<file path="config.mk">
export PLATFORM = sky130hd
export DESIGN_NAME = wm_phase_timer_flat
export DESIGN_NICKNAME = d
export VERILOG_FILES = /design/src/rtl/wm_pkg.sv /design/src/rtl/wm_phase_timer_if.sv /design/src/rtl/wm_tick_prescaler.sv /design/src/rtl/wm_phase_timer.sv /design/src/flat_wrapper.sv
export SDC_FILE = /design/constraint.sdc
export NUM_CORES = 1
export LEC_CHECK = 0
export CAP_MARGIN = 20
export CORE_ASPECT_RATIO = 2
export CORE_MARGIN = 2
export CORE_UTILIZATION = 50
export CTS_CLUSTER_SIZE = 30
export DETAILED_ROUTE_END_ITERATION = 6
export PLACE_DENSITY = 0.85
export RECOVER_POWER = 25
export SETUP_SLACK_MARGIN = 0.4
export SYNTH_ARGS = -nofsm -noshare
export SYNTH_HDL_FRONTEND = slang
export SYNTH_HIERARCHICAL = 1
export SYNTH_SLANG_ARGS = --single-unit
</file>
<file path="constraint.sdc">
create_clock -name clk -period 7.1 [get_ports clk]
set_input_delay 0.71 -clock clk [delete_from_list [all_inputs] [get_ports clk]]
set_output_delay 0.71 -clock clk [all_outputs]
set_load 0.02 [all_outputs]
</file>
<file path="src/rtl/wm_pkg.sv">
// wm_pkg: shared phase/state types and phase duration table for the washer phase timer
package wm_pkg;
  typedef enum logic [2:0] {NONE, FILL, WASH, RINSE, SPIN, DRAIN, DRY} phase_e;
  typedef enum logic [2:0] {IDLE, LOAD, RUN, HOLD, DONE, WAIT_DROP} state_e;
  localparam logic [4:0] HOT_FILL_EXTRA = 5'd2;
  // rows: phase index, columns: cycle_duration short/medium/long
  localparam logic [4:0] DUR_TBL [7][3] = '{
    '{5'd0,  5'd0,  5'd0},
    '{5'd4,  5'd4,  5'd4},
    '{5'd10, 5'd16, 5'd22},
    '{5'd6,  5'd8,  5'd10},
    '{5'd4,  5'd6,  5'd8},
    '{5'd3,  5'd3,  5'd3},
    '{5'd10, 5'd14, 5'd20}
  };
  function automatic logic [4:0] phase_dur(phase_e p, logic [1:0] cd, logic [1:0] cloth, logic [1:0] temp);
    logic [1:0] c;
    logic [4:0] d;
    c = (cd == 2'b11) ? 2'b00 : cd;
    d = DUR_TBL[p][c];
    d = (p == FILL && temp == 2'b10) ? d + HOT_FILL_EXTRA : d;
    return ((p == SPIN || p == DRY) && cloth != 2'b00) ? d >> 1 : d;
  endfunction
endpackage

</file>
<file path="src/rtl/wm_phase_timer_if.sv">
// wm_phase_timer_if: controller <-> phase timer signals
// master (controller side): drives phase enables, pause and configuration; receives done pulses and status
// slave (timer side): the reverse
interface wm_phase_timer_if #(parameter int CNT_W = 8);
  logic fill_water, wash, rinse, spin, drain, dry, pause;
  logic [1:0] cycle_duration, cloth_type, temp_select;
  logic fill_done, wash_done, rinse_done, spin_done, drain_done, dry_done;
  logic [CNT_W-1:0] remaining;
  logic phase_active, enable_error;
  modport master (
    output fill_water, wash, rinse, spin, drain, dry, pause, cycle_duration, cloth_type, temp_select,
    input fill_done, wash_done, rinse_done, spin_done, drain_done, dry_done, remaining, phase_active, enable_error
  );
  modport slave (
    input fill_water, wash, rinse, spin, drain, dry, pause, cycle_duration, cloth_type, temp_select,
    output fill_done, wash_done, rinse_done, spin_done, drain_done, dry_done, remaining, phase_active, enable_error
  );
endinterface

</file>
<file path="src/rtl/wm_tick_prescaler.sv">
// wm_tick_prescaler: divides clk into time ticks, with clear and freeze control
// ports: clk, reset (sync, active-high), clear (restart at 0), hold (freeze count), tick (1-cycle pulse at wrap)
module wm_tick_prescaler #(parameter int TICK_DIV = 1000) (
  input  logic clk,
  input  logic reset,
  input  logic clear,
  input  logic hold,
  output logic tick
);
  localparam int W = $clog2(TICK_DIV);
  logic [W-1:0] cnt;
  assign tick = !clear && !hold && cnt == W'(TICK_DIV - 1);
  always_ff @(posedge clk) begin
    if (reset || clear) cnt <= '0;
    else if (!hold) cnt <= tick ? '0 : cnt + W'(1);
  end
endmodule

</file>
<file path="src/rtl/wm_phase_timer.sv">
// wm_phase_timer: times each washer phase enable and pulses the matching *_done on expiry
// ports: clk, reset (sync, active-high), bus (slave side: phase enables, pause, configuration in;
//        *_done pulses, remaining ticks, phase_active, enable_error out)
module wm_phase_timer
  import wm_pkg::*;
#(
  parameter int TICK_DIV = 1000,
  parameter int CNT_W = 8
) (
  input logic clk,
  input logic reset,
  wm_phase_timer_if.slave bus
);
  state_e state, state_n;
  phase_e ph, ph_n, new_ph;
  logic [CNT_W-1:0] rem, rem_n;
  logic [5:0] en;
  logic [7:0] enx;
  logic one_hot, multi, stored_en, clear, hold, tick;
  assign en = {bus.dry, bus.drain, bus.spin, bus.rinse, bus.wash, bus.fill_water};
  // padded so NONE (and the unused code) read as a low enable
  assign enx = {1'b0, en, 1'b0};
  assign stored_en = enx[ph];
  assign multi = (en & (en - 6'd1)) != 6'd0;
  assign one_hot = en != 6'd0 && !multi;
  always_comb begin
    new_ph = NONE;
    for (int i = 0; i < 6; i++) if (en[i]) new_ph = phase_e'(3'(i + 1));
  end
  wm_tick_prescaler #(.TICK_DIV(TICK_DIV)) u_presc (
    .clk(clk), .reset(reset), .clear(clear), .hold(hold), .tick(tick)
  );
  always_ff @(posedge clk) begin
    if (reset) begin
      state <= IDLE;
      ph <= NONE;
      rem <= '0;
    end else begin
      state <= state_n;
      ph <= ph_n;
      rem <= rem_n;
    end
  end
  always_comb begin
    state_n = state;
    ph_n = ph;
    rem_n = rem;
    clear = 1'b1;
    hold = 1'b0;
    case (state)
      IDLE: if (one_hot && !bus.pause) begin
        state_n = LOAD;
        ph_n = new_ph;
      end
      LOAD: begin
        rem_n = CNT_W'(phase_dur(ph, bus.cycle_duration, bus.cloth_type, bus.temp_select));
        state_n = bus.pause ? HOLD : RUN;
      end
      RUN: begin
        clear = 1'b0;
        hold = bus.pause;
        if (bus.pause) state_n = HOLD;
        else if (en == 6'd0) begin
          state_n = IDLE;
          rem_n = '0;
        end else if (one_hot && !stored_en) begin
          state_n = LOAD;
          ph_n = new_ph;
        end else if (tick) begin
          rem_n = rem - CNT_W'(1);
          state_n = rem == CNT_W'(1) ? DONE : RUN;
        end
      end
      HOLD: begin
        clear = 1'b0;
        hold = 1'b1;
        if (!bus.pause && stored_en) state_n = RUN;
        else if (!bus.pause && one_hot) begin
          state_n = LOAD;
          ph_n = new_ph;
        end
      end
      DONE: state_n = WAIT_DROP;
      WAIT_DROP: state_n = stored_en ? WAIT_DROP : IDLE;
      default: state_n = IDLE;
    endcase
  end
  assign bus.fill_done = state == DONE && ph == FILL;
  assign bus.wash_done = state == DONE && ph == WASH;
  assign bus.rinse_done = state == DONE && ph == RINSE;
  assign bus.spin_done = state == DONE && ph == SPIN;
  assign bus.drain_done = state == DONE && ph == DRAIN;
  assign bus.dry_done = state == DONE && ph == DRY;
  assign bus.remaining = rem;
  assign bus.phase_active = state == LOAD || state == RUN || state == HOLD;
  assign bus.enable_error = multi;
endmodule

</file>
<file path="src/flat_wrapper.sv">
// flat-port wrapper written by rule: the top's interface ports become plain ports
module wm_phase_timer_flat import wm_pkg::*;
#(
  parameter int TICK_DIV = 1000,
  parameter int CNT_W = 8
)
  (clk, reset, bus_fill_water, bus_wash, bus_rinse, bus_spin, bus_drain, bus_dry, bus_pause, bus_cycle_duration, bus_cloth_type, bus_temp_select, bus_fill_done, bus_wash_done, bus_rinse_done, bus_spin_done, bus_drain_done, bus_dry_done, bus_remaining, bus_phase_active, bus_enable_error);
  wm_phase_timer_if #(.CNT_W(CNT_W)) bus_i ();
  input logic clk;
  input logic reset;
  input wire logic [$bits(bus_i.fill_water)-1:0] bus_fill_water;
  input wire logic [$bits(bus_i.wash)-1:0] bus_wash;
  input wire logic [$bits(bus_i.rinse)-1:0] bus_rinse;
  input wire logic [$bits(bus_i.spin)-1:0] bus_spin;
  input wire logic [$bits(bus_i.drain)-1:0] bus_drain;
  input wire logic [$bits(bus_i.dry)-1:0] bus_dry;
  input wire logic [$bits(bus_i.pause)-1:0] bus_pause;
  input wire logic [$bits(bus_i.cycle_duration)-1:0] bus_cycle_duration;
  input wire logic [$bits(bus_i.cloth_type)-1:0] bus_cloth_type;
  input wire logic [$bits(bus_i.temp_select)-1:0] bus_temp_select;
  output wire logic [$bits(bus_i.fill_done)-1:0] bus_fill_done;
  output wire logic [$bits(bus_i.wash_done)-1:0] bus_wash_done;
  output wire logic [$bits(bus_i.rinse_done)-1:0] bus_rinse_done;
  output wire logic [$bits(bus_i.spin_done)-1:0] bus_spin_done;
  output wire logic [$bits(bus_i.drain_done)-1:0] bus_drain_done;
  output wire logic [$bits(bus_i.dry_done)-1:0] bus_dry_done;
  output wire logic [$bits(bus_i.remaining)-1:0] bus_remaining;
  output wire logic [$bits(bus_i.phase_active)-1:0] bus_phase_active;
  output wire logic [$bits(bus_i.enable_error)-1:0] bus_enable_error;
  assign bus_i.fill_water = bus_fill_water;
  assign bus_i.wash = bus_wash;
  assign bus_i.rinse = bus_rinse;
  assign bus_i.spin = bus_spin;
  assign bus_i.drain = bus_drain;
  assign bus_i.dry = bus_dry;
  assign bus_i.pause = bus_pause;
  assign bus_i.cycle_duration = bus_cycle_duration;
  assign bus_i.cloth_type = bus_cloth_type;
  assign bus_i.temp_select = bus_temp_select;
  assign bus_fill_done = bus_i.fill_done;
  assign bus_wash_done = bus_i.wash_done;
  assign bus_rinse_done = bus_i.rinse_done;
  assign bus_spin_done = bus_i.spin_done;
  assign bus_drain_done = bus_i.drain_done;
  assign bus_dry_done = bus_i.dry_done;
  assign bus_remaining = bus_i.remaining;
  assign bus_phase_active = bus_i.phase_active;
  assign bus_enable_error = bus_i.enable_error;
  wm_phase_timer #(.TICK_DIV(TICK_DIV), .CNT_W(CNT_W)) u_core (.clk(clk), .reset(reset), .bus(bus_i));
endmodule
</file>
==> impl_metrics.env <==
export IMPL_cts_resized=0
export IMPL_drive_above_1_share_pct=5.18
export IMPL_power_static_leakage_nw=0.971
export IMPL_postSynthCellCount=290
export IMPL_h_tree_depth=1
export IMPL_ys_seq_elements=24
export IMPL_upper_clock_frequency_limit_mhz=273
export IMPL_globalplace_congestion=0.881
export IMPL_initialDrtViolationCount=92
export IMPL_ir_drop_worst_vdd_mv=0.233
export IMPL_yosysWarningCount=6
export IMPL_cp_required_ns=6.39
export IMPL_placement_io_buffers=30
export IMPL_setup_worst_path_class="input port to primary output"
export IMPL_die_area_mm2=0.00495
export IMPL_clk_latency_ns=0.27
export IMPL_fp_coreArea_mm2=0.00425
export IMPL_final_worst_path_cycle_share_pct=51.7
export IMPL_timing_rr_end="u_core/bus.remaining[0]"
export IMPL_detail_route_wirelength_um=5280
export IMPL_vias_per_cell=6.23
export IMPL_rsz0062_at_grt="no"
export IMPL_routedWlPerCell_um=14.6
export IMPL_worst_hold_path_endpoint="u_core/u_presc/cnt[8]"
export IMPL_reg2reg_from="u_core/state[2]"
export IMPL_die_w_um=50.8
export IMPL_grt_pass1_vias=2015
export IMPL_path_delay_family="buffers and inverters"
export IMPL_number_of_flops_mapped_to_enable_cells_by_yosys=0
export IMPL_min_delay_path_class="flip-flop to flip-flop"
export IMPL_tritoncts="yes"
export IMPL_critical_path_slowest_cell="sky130_fd_sc_hd__nor4_1"
export IMPL_crit_path_max_fanout=13
export IMPL_netlist_area_pre_place_mm2=0.00219
export IMPL_wire_length_of_the_first_global_routing_pass_um=8760
export IMPL_end_kind="primary output"
export IMPL_vias=2262
export IMPL_layout_cells_non_filler=363
export IMPL_clock_tree_root_cell="sky130_fd_sc_hd__clkbuf_8"
export IMPL_cts_sinks=24
export IMPL_clock_tree_buffer_depth=2
export IMPL_drt_first_pass_iters=4
export IMPL_timing_critical_path_from="bus_spin"
export IMPL_placed_cells=359
export IMPL_grt_start_max_net_pins=24
export IMPL_status="completed"
export IMPL_timing_critical_path_cells="clkdlybuf4s50_1 -> nor4_1 -> a21oi_1 -> nor2_1 -> a21oi_1 -> clkdlybuf4s50_1"
export IMPL_synthArstFlopShare_pct=0
export IMPL_normalized_max_slew_margin_pct=43.3
export IMPL_max_cap_viols=0
export IMPL_antenna_violations_before_repair=0
export IMPL_pin_count=31
export IMPL_buffers_inverters_on_critical_path=2
export IMPL_setup_worst_path_start_class="input port"
export IMPL_dieHeight_um=97.5
export IMPL_min_path_cells=2
export IMPL_postSynthNetCount=313
export IMPL_grt_overall_usage_pct=21.6
export IMPL_timing_reg2reg_setup_slack_ns=3.90
export IMPL_post_cts_repair_setup_buffers=0
export IMPL_drv_slew=0
export IMPL_antenna_violating_nets_post_route=0
export IMPL_clock_skew_ns=0.00692
export IMPL_cts_buffers_inserted=3
export IMPL_minimum_clock_period_ns=3.67
export IMPL_detailedPlacementHpwl_um=4040
export IMPL_final_net_count=333
export IMPL_synth_ff_type="sky130_fd_sc_hd__dfxtp_1"
export IMPL_power_density_cell_area_mw_per_mm2=240
export IMPL_worst_r2r_cell_count=9
export IMPL_ctsHoldBuffers=0
export IMPL_remaining_drc_errors=0
export IMPL_ys_types=64
export IMPL_fin_setup_tns_ns=0
export IMPL_clock_pin_transition_on_the_worst_setup_and_hold_timing_paths_ns=0.08
export IMPL_worst_pin_slew_ns=0.843
export IMPL_finalHoldViolations=0
export IMPL_initial_utilization_pct=51.4
export IMPL_grt_overflow=0
export IMPL_hp_start="u_core/u_presc/cnt[8]"
export IMPL_layout_area_overhead_vs_synth_pct=16.4
export IMPL_insertedDiodeCount=0
export IMPL_mapped_avg_cell_area_um2=7.54
export IMPL_cpPeakStageDelay_ns=0.82
export IMPL_synth_seq_area_share_pct=22.0
export IMPL_final_setup_viol_count=0
export IMPL_critPathArrivalTime_ns=2.96
export IMPL_row_count=34
==> final cells by class <==
class	count	area, um^2
Clock inverter	1	30.0
Tap cell	54	67.6
Timing Repair Buffer	30	300
Clock buffer	3	41.3
Inverter	16	60.1
Multi-Input combinational cell	235	1560
Sequential cell	24	480
Fill cell	390	1710
==> placed cells by master, fill, tap and decap left out, types with 3 or more instances in the layout <==
master and count:
sky130_fd_sc_hd__o32ai_1 3, sky130_fd_sc_hd__a211oi_1 6, sky130_fd_sc_hd__xnor2_1 4, sky130_fd_sc_hd__and3_1 4
sky130_fd_sc_hd__nand2_1 21, sky130_fd_sc_hd__nor3_1 13, sky130_fd_sc_hd__a31oi_1 6, sky130_fd_sc_hd__a311oi_1 3
sky130_fd_sc_hd__o22ai_1 3, sky130_fd_sc_hd__or2_2 3, sky130_fd_sc_hd__nand3_1 9, sky130_fd_sc_hd__o31ai_1 3
sky130_fd_sc_hd__clkbuf_8 3, sky130_fd_sc_hd__dfxtp_1 24, sky130_fd_sc_hd__a21oi_1 19, sky130_fd_sc_hd__or3_1 10
sky130_fd_sc_hd__ha_1 8, sky130_fd_sc_hd__clkdlybuf4s50_1 21, sky130_fd_sc_hd__xor2_1 6, sky130_fd_sc_hd__nand4_1 3
sky130_fd_sc_hd__o21ai_0 9, sky130_fd_sc_hd__dlygate4sd3_1 9, sky130_fd_sc_hd__o211ai_1 4, sky130_fd_sc_hd__nor2_1 32
sky130_fd_sc_hd__inv_1 16, sky130_fd_sc_hd__mux2i_1 6, sky130_fd_sc_hd__nand2b_1 10, sky130_fd_sc_hd__a21boi_0 3
sky130_fd_sc_hd__nor2b_1 7
==> sequential cells by signal, indices dropped and copies added, names as in the netlist <==
name / flops
u_core/bus.remaining: 8
u_core/ph: 3
u_core/state: 3
u_core/u_presc/cnt: 10
==> synth_stat cells, types with 2 or more instances <==
cell type / number / area, um^2
sky130_fd_sc_hd__nor2_1: 32 / 120
sky130_fd_sc_hd__dfxtp_1: 24 / 480
sky130_fd_sc_hd__nand2_1: 21 / 78.8
sky130_fd_sc_hd__a21oi_1: 19 / 95.1
sky130_fd_sc_hd__inv_1: 16 / 60.1
sky130_fd_sc_hd__nor3_1: 13 / 65.1
sky130_fd_sc_hd__nand2b_1: 10 / 62.6
sky130_fd_sc_hd__or3_1: 10 / 62.6
sky130_fd_sc_hd__nand3_1: 9 / 45.0
sky130_fd_sc_hd__o21ai_0: 9 / 45.0
sky130_fd_sc_hd__ha_1: 8 / 100
sky130_fd_sc_hd__clkbuf_1: 7 / 26.3
sky130_fd_sc_hd__nor2b_1: 7 / 43.8
sky130_fd_sc_hd__a211oi_1: 6 / 45.0
sky130_fd_sc_hd__a31oi_1: 6 / 37.5
sky130_fd_sc_hd__mux2i_1: 6 / 60.1
sky130_fd_sc_hd__xor2_1: 6 / 52.6
sky130_fd_sc_hd__and3_1: 4 / 25.0
sky130_fd_sc_hd__o211ai_1: 4 / 30.0
sky130_fd_sc_hd__xnor2_1: 4 / 35.0
sky130_fd_sc_hd__a21boi_0: 3 / 22.5
sky130_fd_sc_hd__a311oi_1: 3 / 26.3
sky130_fd_sc_hd__nand4_1: 3 / 18.8
sky130_fd_sc_hd__o22ai_1: 3 / 18.8
sky130_fd_sc_hd__o31ai_1: 3 / 22.5
sky130_fd_sc_hd__o32ai_1: 3 / 26.3
sky130_fd_sc_hd__or2_2: 3 / 18.8
sky130_fd_sc_hd__a21o_1: 2 / 15.0
sky130_fd_sc_hd__and2_1: 2 / 12.5
sky130_fd_sc_hd__buf_1: 2 / 7.51
sky130_fd_sc_hd__buf_2: 2 / 10.0
sky130_fd_sc_hd__buf_4: 2 / 15.0
sky130_fd_sc_hd__buf_6: 2 / 22.5
sky130_fd_sc_hd__nand4b_1: 2 / 17.5
sky130_fd_sc_hd__nor3b_1: 2 / 15.0
sky130_fd_sc_hd__nor4_1: 2 / 12.5
sky130_fd_sc_hd__o21a_1: 2 / 15.0
sky130_fd_sc_hd__or4_1: 2 / 15.0
==> routing by layer <==
metal  routed length, um  global-route usage (%)
met1                2210                    26.2
met2                2640                    37.7
met3                 351                    2.15
met4                  85                    8.73
met5                   0                       0
==> per-stage QoR <==
stage / setup slack (ns) / power, mW / hold WS, ns / area, um^2 / utilization, %
2_1_floorplan: 4.53 / 0.411 / 0.462 / 2190 / -
3_3_place_gp: 3.57 / 0.477 / 0.483 / 2470 / 58.1
3_5_place_dp: 3.38 / 0.487 / 0.492 / 2470 / 58.1
4_1_cts: 3.50 / 0.610 / 0.506 / 2540 / 59.8
5_1_grt: 3.31 / 0.653 / 0.535 / 2540 / 59.8
6_report: 3.43 / 0.609 / 0.506 / 2540 / 59.8
==> worst max path at each step <==
| stage | to | slack (ns) | depth (start not counted) |
|---|---|---|---|
| after floorplan | u_core/bus.remaining[0] | 4.53 | 10 |
| after global placement | u_core/bus.remaining[5] | 3.57 | 10 |
| after detailed placement | u_core/bus.remaining[4] | 3.38 | 10 |
| after CTS | bus_enable_error | 3.50 | 6 |
| after global routing | u_core/bus.remaining[0] | 3.31 | 10 |
| final | bus_enable_error | 3.43 | 6 |
==> worst min-delay path: stages (launching register included) <==
cell and delay [ns]:
sky130_fd_sc_hd__dfxtp_1 0.34, sky130_fd_sc_hd__o31ai_1 0.07, sky130_fd_sc_hd__a21oi_1 0.06
==> where the power goes <==
part,switching [mW],leakage [nW],internal (mW)
Combinational,0.175,0.741,0.127
Sequential,0.0359,0.195,0.151
Clock,0.0457,0.0357,0.0754
==> cell families (layout without fill, tap and decap cells) <==
group	after synthesis	in the layout	share of synthesized area, %
adders and majority gates	9	9	5.04
DFF	24	24	22.0
AOI/OAI and AO/OA	78	78	25.6
xor gates and xnor gates	10	10	4.01
and+or+nand+nor	132	132	34.1
buffers and inverters	31	50	6.47
muxes	6	6	2.75
(Power assumes the default switching activity.)
==> patch 1: new RTL, config.mk and constraints unchanged <==
Re-encode `state_e` (6 states) as one-hot, 6 bits wide.
--- a/src/rtl/wm_pkg.sv
+++ b/src/rtl/wm_pkg.sv
@@ -3,3 +3,3 @@
   typedef enum logic [2:0] {NONE, FILL, WASH, RINSE, SPIN, DRAIN, DRY} phase_e;
-  typedef enum logic [2:0] {IDLE, LOAD, RUN, HOLD, DONE, WAIT_DROP} state_e;
+  typedef enum logic [5:0] {IDLE = 6'b000001, LOAD = 6'b000010, RUN = 6'b000100, HOLD = 6'b001000, DONE = 6'b010000, WAIT_DROP = 6'b100000} state_e;
   localparam logic [4:0] HOT_FILL_EXTRA = 5'd2;
Behaviour: no difference found for any inputs over 10 cycles, from zero or initial values and one cycle with reset high; not proved beyond that.
==> patch 1 against the unedited design <==
Sequential cell count grew 3; global-route usage is 2.3 points higher; routed wire length up 7.3%; area after synthesis rose by 1.0%; design area rose by 0.84%; worst setup slack lost 160 ps; critical endpoint is now u_core/bus.remaining[7].
Power is not compared: it rests on default switching activity, and its combinational part moved more than twofold at a synthesized area within 25%.
==> patch 1: results (changes against the unedited design) <==
{| class="wikitable"
! Metric !! Value
|-
| Non-clock buffer area fraction after layout || 11.7% (was 11.8%)
|-
| Total nets after synthesis || 299 (was 313)
|-
| Minimum setup slack among reg-to-reg paths || 3280 ps (was 3900 ps)
|-
| Synth top cells by count || sky130_fd_sc_hd__nor2_1, sky130_fd_sc_hd__dfxtp_1, sky130_fd_sc_hd__nand2_1, sky130_fd_sc_hd__o21ai_0 (was sky130_fd_sc_hd__nor2_1, sky130_fd_sc_hd__dfxtp_1, sky130_fd_sc_hd__nand2_1, sky130_fd_sc_hd__a21oi_1, sky130_fd_sc_hd__inv_1)
|-
| Share of cells above drive strength 1 || 6.69% (was 5.18%)
|-
| Final nets || 323 (was 333)
|-
| Number of distinct standard cells referenced by the synthesized netlist || 65 (was 64)
|-
| #MultiIn Comb || 224 (was 235)
|-
| Post-synthesis compound-gate area fraction || 25.5% (was 25.6%)
|-
| Met2 Use GR || 43.6% (was 37.7%)
|-
| Combined flip-flop and latch cell area || 541 um2 (was 480 um2)
|-
| Data arrival time of the critical path || 3990 ps (was 2960 ps)
|-
| Total routed wire length on the met1 layer || 2190 um (was 2210 um)
|-
| Clock transition at the register clock pins on the worst setup and hold paths after CTS || 100 ps (was 80 ps)
|-
| Clock skew || 3.31 ps (was 6.92 ps)
|-
| Number of sequential storage elements || 27 (was 24)
|-
| Clk cell area share || 1.76% (was 2.80%)
|-
| Maximum number of pins on one net before global-route repair || 18 (was 24)
|-
| Number of global-route vias before repair || 2176 (was 2015)
|-
| M3 GR Usage || 3.36% (was 2.15%)
|-
| DR WL met3 || 231 um (was 351 um)
|-
| Buffers added on ports || 30 (unchanged)
|-
| Synthesized-area fraction occupied by xor and xnor cells || 3.97% (was 4.01%)
|-
| Mux share of post-synthesis cell area || 4.25% (was 2.75%)
|-
| Routability cong. || 0.868 (was 0.881)
|-
| Worst setup path start || u_core/state[4] (was bus_spin)
|-
| Max_slew headroom || 53.1% (was 43.3%)
|-
| Status || completed (unchanged)
|-
| Invs w/o clock || 14 (was 16)
|-
| Vias per Instance || 6.35 (was 6.23)
|-
| Clock tree buffer count of the final layout || 4 (was 3)
|-
| Post-Synth Adder-Cell Area || 5.44% (was 5.04%)
|-
| GRT Total Usage || 23.9% (was 21.6%)
|-
| Met1 track demand over resource || 24.3% (was 26.2%)
|-
| Total area of multi-input combinational cells || 1560 um2 (about the same)
|-
| Post-DR wirelength/cell || 16.1 um (was 14.6 um)
|-
| Global-route wire length before repair || 9500 um (was 8760 um)
|-
| Leading cell types by total area after synthesis || sky130_fd_sc_hd__dfxtp_1, sky130_fd_sc_hd__nor2_1, sky130_fd_sc_hd__ha_1 (unchanged)
|-
| Worst setup path end || u_core/bus.remaining[7] (was bus_enable_error)
|}
## patch 1: critical path: cells and delay by family (launching register included)
family / cells / cell delay, ps
DFF: 1 / 380
and+or+nand+nor: 6 / 2510
AOI/OAI and AO/OA: 3 / 820
## patch 1: metrics by stage
stage          util (%)  setup slack (ps)  instances  cell area, um2  hold slack [ps]
6_report           59.7              3280        353            2560              514
5_1_grt            59.7              3080        353            2560              534
4_1_cts            60.0              3720        353            2580              512
3_5_place_dp       59.0              3620        349            2530              498
3_3_place_gp       59.0              3730        349            2530              482
2_1_floorplan         -              4000        276            2210              462
## patch 1: cells by family (layout without fill, tap and decap cells)
group / count (synthesis) / after routing
adders and majority gates: 10 / 10
muxes: 9 / 9
AOI/OAI and AO/OA: 75 / 75
and+or+nand+nor: 120 / 120
DFF: 27 / 27
buffers and inverters: 25 / 48
xor gates and xnor gates: 10 / 10
==> patch 2: new RTL, same flow settings <==
Without the edit above. `CNT_W` is set to 8 in 3 places; all go to 6.
--- a/src/rtl/wm_phase_timer_if.sv
+++ b/src/rtl/wm_phase_timer_if.sv
@@ -3,3 +3,3 @@
 // slave (timer side): the reverse
-interface wm_phase_timer_if #(parameter int CNT_W = 8);
+interface wm_phase_timer_if #(parameter int CNT_W = 6);
   logic fill_water, wash, rinse, spin, drain, dry, pause;
--- a/src/rtl/wm_phase_timer.sv
+++ b/src/rtl/wm_phase_timer.sv
@@ -7,3 +7,3 @@
   parameter int TICK_DIV = 1000,
-  parameter int CNT_W = 8
+  parameter int CNT_W = 6
 ) (
--- a/src/flat_wrapper.sv
+++ b/src/flat_wrapper.sv
@@ -4,3 +4,3 @@
   parameter int TICK_DIV = 1000,
-  parameter int CNT_W = 8
+  parameter int CNT_W = 6
 )
Ports: changed (resized bus_remaining); port bits go from 31 to 29. The function was not compared with the original's and may differ.
==> patch 2 against the unedited design <==
Sequential cell count fell by 2; critical path type unchanged; critical path depth rose by 2; area after synthesis fell by 2.6%; synthesized cell count fell by 7.6%; die area fell by 2.5%; final cell count fell by 8.0%; routed wire length fell by 6.4%; design area fell by 6.1%; worst setup slack improved by 180 ps.
Power is not compared: it rests on default switching activity, and its combinational part moved more than twofold at a synthesized area within 25%.
==> patch 2: results (changes against the unedited design) <==
{| class="wikitable"
! Metric !! Value
|-
| Finished Layout Cells || 334 (was 363)
|-
| Met1 track demand over resource || 23.6% (was 26.2%)
|-
| Final routed wirelength across all metal layers || 4950 um (was 5280 um)
|-
| Total nets after synthesis || 291 (was 313)
|-
| Synth top cells by count || sky130_fd_sc_hd__nor2_1, sky130_fd_sc_hd__dfxtp_1, sky130_fd_sc_hd__nand2_1, sky130_fd_sc_hd__a21oi_1, sky130_fd_sc_hd__inv_1 (unchanged)
|-
| Invs w/o clock || 13 (was 16)
|-
| #MultiIn Comb || 215 (was 235)
|-
| Post-layout util || 58.5% (was 59.8%)
|-
| Iter 0 DRT Violations || 78 (was 92)
|-
| Via count || 2018 (was 2262)
|-
| Number of global-route vias before repair || 1927 (was 2015)
|-
| Data arrival time of the critical path || 2770 ps (was 2960 ps)
|-
| Clk cell area share || 2.98% (was 2.80%)
|-
| Status || completed (unchanged)
|-
| Clock skew || 2.08 ps (was 6.92 ps)
|-
| Number of clock sinks seen by CTS || 22 (was 24)
|-
| Leading cell types by total area after synthesis || sky130_fd_sc_hd__dfxtp_1, sky130_fd_sc_hd__nor2_1, sky130_fd_sc_hd__ha_1 (unchanged)
|-
| Global-route wire length before repair || 8370 um (was 8760 um)
|-
| Master of the slowest instance on the critical path || sky130_fd_sc_hd__clkdlybuf4s50_1 (was sky130_fd_sc_hd__nor4_1)
|-
| Worst hold-check slack || 508 ps (was 506 ps)
|-
| Sequential area share after synthesis || 20.7% (was 22.0%)
|-
| Proportion of cell area occupied by multi-input gates || 62.1% (was 61.5%)
|-
| Synthesized-area fraction occupied by xor and xnor cells || 3.70% (was 4.01%)
|-
| Worst setup path start || bus_wash (was bus_spin)
|-
| Final critical-path setup slack || 3620 ps (was 3430 ps)
|-
| Non-clock buffer area fraction after layout || 11.7% (was 11.8%)
|-
| Placed wire-length estimate after detailed placement || 3770 um (was 4040 um)
|}
==> patch 2: cell types whose count changed after synthesis, moves of 4 or more <==
| cell | change |
|---|---|
| sky130_fd_sc_hd__buf_6 | +4 |
| sky130_fd_sc_hd__nand3_1 | -4 |
| sky130_fd_sc_hd__nor3_1 | -6 |
| sky130_fd_sc_hd__a21oi_1 | -5 |
| sky130_fd_sc_hd__or3_1 | -5 |
==> patch 2: power groups by stage <==
| stage | logic [mW] | clock network (mW) | registers, mW |
|---|---|---|---|
| 2_1_floorplan | 0.0929 | 0 | 0.141 |
| 3_3_place_gp | 0.116 | 0 | 0.144 |
| 3_5_place_dp | 0.117 | 0 | 0.144 |
| 4_1_cts | 0.118 | 0.121 | 0.141 |
| 5_1_grt | 0.129 | 0.126 | 0.143 |
| 6_report | 0.117 | 0.119 | 0.141 |
